<file path="src/rtl/clk_div_bank.sv">
// NUM_CH independent programmable square-wave dividers with rise/fall strobes; outputs registered (1-cycle).
// Config writes stall per channel while a previous value is still pending; new HP lands only at a fall, disable or sync.
module clk_div_bank #(
    parameter int NUM_CH     = 2,
    parameter int CNT_W      = 8,
    parameter int CH_W       = 4,
    parameter int DEFAULT_HP = 14
) (
    input  logic              clk150M_in,
    input  logic              rst,
    input  logic              cfg_valid,
    output logic              cfg_ready,
    input  logic [CH_W-1:0]   cfg_ch,
    input  logic [CNT_W-1:0]  cfg_hp,
    input  logic [NUM_CH-1:0] ch_en,
    input  logic              sync,
    output logic [NUM_CH-1:0] clk_out,
    output logic [NUM_CH-1:0] rise_tick,
    output logic [NUM_CH-1:0] fall_tick
);

    logic [NUM_CH-1:0][CNT_W-1:0] cnt_q, cnt_d;
    logic [NUM_CH-1:0][CNT_W-1:0] hp_act_q, hp_act_d;
    logic [NUM_CH-1:0][CNT_W-1:0] hp_pend_q, hp_pend_d;
    logic [NUM_CH-1:0]            pend_q, pend_d;
    logic [NUM_CH-1:0]            out_q, out_d;
    logic [NUM_CH-1:0]            rise_q, rise_d;
    logic [NUM_CH-1:0]            fall_q, fall_d;

    // Out-of-range channels never match, so such writes are accepted and dropped.
    always_comb begin
        cfg_ready = 1'b1;
        for (int i = 0; i < NUM_CH; i++) begin
            if (cfg_ch == CH_W'(i)) begin
                cfg_ready = ~pend_q[i];
            end
        end
    end

    always_comb begin
        cnt_d     = cnt_q;
        hp_act_d  = hp_act_q;
        hp_pend_d = hp_pend_q;
        pend_d    = pend_q;
        out_d     = out_q;
        rise_d    = '0;
        fall_d    = '0;
        for (int i = 0; i < NUM_CH; i++) begin
            if (sync || !ch_en[i]) begin
                cnt_d[i] = '0;
                out_d[i] = 1'b0;
                if (pend_q[i]) begin
                    hp_act_d[i] = hp_pend_q[i];
                    pend_d[i]   = 1'b0;
                end
            end else if (cnt_q[i] == hp_act_q[i]) begin
                cnt_d[i]  = '0;
                out_d[i]  = ~out_q[i];
                rise_d[i] = ~out_q[i];
                fall_d[i] = out_q[i];
                // Only a falling edge may swap HP, so the high half is never cut short.
                if (out_q[i] && pend_q[i]) begin
                    hp_act_d[i] = hp_pend_q[i];
                    pend_d[i]   = 1'b0;
                end
            end else begin
                cnt_d[i] = cnt_q[i] + CNT_W'(1);
            end
            if (cfg_valid && cfg_ready && cfg_ch == CH_W'(i)) begin
                hp_pend_d[i] = cfg_hp;
                pend_d[i]    = 1'b1;
            end
        end
    end

    always_ff @(posedge clk150M_in) begin
        if (rst) begin
            cnt_q     <= '0;
            hp_act_q  <= {NUM_CH{CNT_W'(DEFAULT_HP)}};
            hp_pend_q <= '0;
            pend_q    <= '0;
            out_q     <= '0;
            rise_q    <= '0;
            fall_q    <= '0;
        end else begin
            cnt_q     <= cnt_d;
            hp_act_q  <= hp_act_d;
            hp_pend_q <= hp_pend_d;
            pend_q    <= pend_d;
            out_q     <= out_d;
            rise_q    <= rise_d;
            fall_q    <= fall_d;
        end
    end

    assign clk_out   = out_q;
    assign rise_tick = rise_q;
    assign fall_tick = fall_q;

endmodule

</file>
<file path="config.mk">
export PLATFORM = sky130hd
export DESIGN_NAME = clk_div_bank
export DESIGN_NICKNAME = d
export VERILOG_FILES = /design/src/rtl/clk_div_bank.sv
export SDC_FILE = /design/constraint.sdc
export NUM_CORES = 1
export LEC_CHECK = 0
export ABC_AREA = 1
export CORE_UTILIZATION = 36
export CTS_BUF_LIST = sky130_fd_sc_hd__clkbuf_8 sky130_fd_sc_hd__clkbuf_16
export CTS_CLUSTER_SIZE = 12
export DETAILED_ROUTE_END_ITERATION = 16
export DONT_BUFFER_PORTS = 1
export GPL_TIMING_DRIVEN = 0
export SYNTH_ARGS = -nofsm -noshare
export SYNTH_HDL_FRONTEND = slang
export SYNTH_SLANG_ARGS = --single-unit
</file>
<file path="constraint.sdc">
create_clock -name clk150M_in -period 1.5 [get_ports clk150M_in]
set_input_delay 0.15 -clock clk150M_in [delete_from_list [all_inputs] [get_ports clk150M_in]]
set_output_delay 0.15 -clock clk150M_in [all_outputs]
set_load 0.02 [all_outputs]
</file>
==> results.txt <==
For this configuration, the core starts out at a cell density of 0.376. Derived from the worst setup path, the maximum achievable clock frequency is about 700 MHz. The share of the core filled with cells in the final layout is 0.427. The detailed-route via count came out at ~2100. The mean cell area of the mapped netlist is slightly above 7 sq um. The multi-input logic area is 1190 sq um. The number of hold-slack violations in the final timing report came out at 0. The chip height is 86.5 um.

The complex-gate fraction of the synthesized area is 0.0351. The fraction of layout instances using a drive strength above 1 came out at 0.0971. Of the synthesized area, sequential elements account for 0.437. The total die area came out at 7470 sq um. The min-delay analysis places its worst path in the category in -> reg. The synthesized instance count is 364. The largest net degree at the start of global routing came out at 17. The routability congestion estimate is 0.757. The flow ran to the end, and the final reports show no timing, DRC or antenna violations.

The remaining global-route overflow is 0. The final count of negative-setup-slack endpoints came out at 0. The clock network latency to the later pin of the worst-skew pair is 0.31 ns. Of the available clock period, the critical path in the final layout requires 0.933. TritonCTS built the clock tree. The count of placed standard cells in the final layout, fillers left out is 477. The slowest stage of the critical path belongs to the cell sky130_fd_sc_hd__dfxtp_1. For the pin with the worst max-slew slack, the measured transition is around 0.48 ns. The detail route stage leaves a number of antenna-violating nets equal to 0. The total routed wirelength came out at 4880 um. The largest single stage delay on the critical path is 0.41 ns. The worst path needs 1.40 ns of the cycle, external delays included. The number of warnings reported in the yosys synthesis log is 0. The first global-routing pass estimated approximately 8500 um of wire.

The adder-cell share of the synthesized area came out at 0.00975. Relative to the synthesized area, the layout overhead comes to 13.5%. The synthesized net count is approximately 380. The max-cap violation count came out at 0. The horizontal extent of the die is 86.5 um. Counting both buffers and inverters, the worst setup path holds a total of 1.

The kind of cell with the highest combined delay along the critical path is simple AND/OR/NAND/NOR gates. The core footprint is 6830 sq um. The required time at the endpoint of the critical path came out at 1.71 ns. The post-synthesis cell area came out at approximately 2600 sq um. The number of top-level design ports is 25. The filler cells instantiated in the layout total 731. The number of port buffers came out at 0. The number of CTS-inserted buffers came out at 5.

The final max-slew violation count came to 0. Measured against the total synthesized area, the mux share comes to 0. The basic-gate share of the synthesized area counting and, or, nand and nor cells is 0.366. The buffers inserted during post-CTS setup optimization came out at 0.

The number of different library cells used by synthesis comes to 25. Summed over all cells, the static leakage comes to 1.37 nW. The number of levels the H-tree was split into came out at 2. Traced cell by cell, the critical path runs through xnor2_1, nand2_1, nor2_4, nand3_4, buf_6, a21oi_1, nor2_1. Setup slack closes at 0.101 ns. The number of buffers on the longest clock path came out at 2. The number of placed instances, taps included is 460.

The starting DRC count in detailed routing is 86. Power spread over the standard cell area amounts to 896 nW/um^2. The row count came out at 30.

The via count of the first global-routing pass came to 1876. Yosys mapped a number of flops with a built-in enable equal to 0. IR analysis of the VDD net gives a maximum drop of 446 uV. The critical path start-end classification is reg -> reg. The per-cell routed wire length is 10.2 um. The relative max-transition margin is 0.680. In the routed layout, each cell is associated on average with a via count of 4.45. The length of the first detailed-routing pass in iterations came out at 4.

For this run, design rule violations remaining after detail routing come to 0. For this design, the sink count on the clock tree is 56. The placed wire-length estimate after detailed placement came out at 3710 um. The maximum clock skew at final layout came out at a little under 0.01 ns.

Of the total synthesized cell area, the portion taken by XOR and XNOR cells is 0.0443. The final layout net count is 400. The detailed-route wire length on metal 1 came out at 2520 um. The largest fanout on the critical path is 10.

The synthesis-stage register bit count came out at 56. The storage element area is around 1100 sq um. For this run, the leading register cell type out of synthesis is sky130_fd_sc_hd__dfxtp_1.

The met3 wire length came out at 303 um. The total routing usage reported by global routing came out at 0.143. CTS placed an instance of sky130_fd_sc_hd__clkbuf_8 at the clock tree root. In this run the top signal layer used is met4. The final-layout worst hold slack came out at ~0.043 ns.

The initial antenna violation count was 0. The routed design uses 1980 um of met2 wire. STA classifies the critical path endpoint as a flip-flop. The worst setup timing slack at the placement stage is 0.0392 ns. The arrival time at the worst endpoint came out at 1.61 ns. The antenna diode instance count is 0. The type of origin of the critical path is a flip-flop.

The clock transition at the register clock pins on the worst setup and hold paths after CTS came out at 0.10 ns. The main combinational cell family by area after synthesis is simple AND/OR/NAND/NOR gates. The proportion of register bits with asynchronous set or reset after synthesis is 0.
[logic make-up after synthesis]
| family | after synthesis |
|---|---|
| buf+inv | 61 |
| flops | 56 |
| xor+xnor | 13 |
| simple gates | 214 |
| fa+ha+maj | 2 |
| compound gates | 18 |
[sequential cells by signal, summed over array words and instances, names as in the netlist]
| signal | flops |
|---|---|
| fall_tick | 2 |
| hp_pend_q | 16 |
| cnt_q | 16 |
| pend_q | 2 |
| clk_out | 2 |
| rise_tick | 2 |
| hp_act_q | 16 |
[Yosys cell counts (4+ instances only)]
cell type | number | area [sq um]
sky130_fd_sc_hd__nand2_1 | 102 | 383
sky130_fd_sc_hd__nor2_1 | 62 | 233
sky130_fd_sc_hd__dfxtp_1 | 56 | 1120
sky130_fd_sc_hd__inv_1 | 48 | 180
sky130_fd_sc_hd__nand3_1 | 24 | 120
sky130_fd_sc_hd__a21oi_1 | 16 | 80.1
sky130_fd_sc_hd__xnor2_1 | 10 | 87.6
sky130_fd_sc_hd__buf_6 | 4 | 45.0
sky130_fd_sc_hd__inv_2 | 4 | 15.0
sky130_fd_sc_hd__nand3_2 | 4 | 40.0
sky130_fd_sc_hd__nor2_2 | 4 | 25.0
sky130_fd_sc_hd__nor3b_1 | 4 | 30.0
[path summary, 6_finish.rpt]
kind,start,to,slack [ns],cells after the start
min,rst,rise_tick[0],0.04,3
min reg2reg,hp_pend_q[10],hp_act_q[10],0.47,2
max reg2reg,cnt_q[8],hp_act_q[15],0.10,7
max,cnt_q[8],hp_act_q[15],0.10,7
[what timing repair did]
action | 4_1_cts | 5_1_grt
hold endpoints to repair | 20 | 0
setup endpoints to repair | 0 | 14
gates resized for setup | 0 | 10
hold buffers | 9 | 0
[layer usage]
metal | global-route usage | vias to the layer above
met5 | 0 | -
met4 | 0.0455 | 0
met3 | 0.0419 | 8
met2 | 0.219 | 45
met1 | 0.195 | 925
li1 | - | 1145
[where the power goes]
part	leakage, nW	switching (W)	internal [W]
clock	0.0593	0.000484	0.000490
sequential	0.455	0.0000129	0.00150
combinational	0.857	0.0000708	0.0000497
[through the flow]
step | cell area [sq um] | total power, W | TNS (ns)
6_report | 2910 | 0.00261 | 0
3_3_place_gp | 2690 | 0.00164 | 0
3_5_place_dp | 2690 | 0.00165 | 0
4_1_cts | 2890 | 0.00264 | 0
5_1_grt | 2910 | 0.00273 | -0.00936
2_1_floorplan | 2570 | 0.00162 | 0
[worst reg2reg max path, delay by kind of cell (launching register included)]
kind                      cells  cell delay [ns]
AOI/OAI and AO/OA             1             0.15
xor gates and xnor gates      1             0.13
buffers and inverters         1             0.16
DFF                           1             0.41
and+or+nand+nor               4             0.45
[final cells by class]
class	count	area share
Timing Repair Buffer	9	0.0309
Inverter	52	0.0670
Clock inverter	3	0.0133
Multi-Input combinational cell	247	0.409
Sequential cell	56	0.387
Tap cell	96	0.0412
Buffer	9	0.0279
Clock buffer	5	0.0236
[placed cells by master (no fill, tap or decap), types with 4 or more instances in the layout]
cell type and count:
sky130_fd_sc_hd__nor2_4 4, sky130_fd_sc_hd__inv_2 4, sky130_fd_sc_hd__nand3_1 24, sky130_fd_sc_hd__inv_1 49
sky130_fd_sc_hd__nor2_1 61, sky130_fd_sc_hd__nand3_2 4, sky130_fd_sc_hd__dfxtp_2 5, sky130_fd_sc_hd__nand2_1 102
sky130_fd_sc_hd__dfxtp_1 51, sky130_fd_sc_hd__clkbuf_8 6, sky130_fd_sc_hd__xnor2_1 10, sky130_fd_sc_hd__a21oi_1 16
sky130_fd_sc_hd__dlygate4sd3_1 9, sky130_fd_sc_hd__nor3b_1 4, sky130_fd_sc_hd__buf_6 4
(Power assumes the default switching activity.)
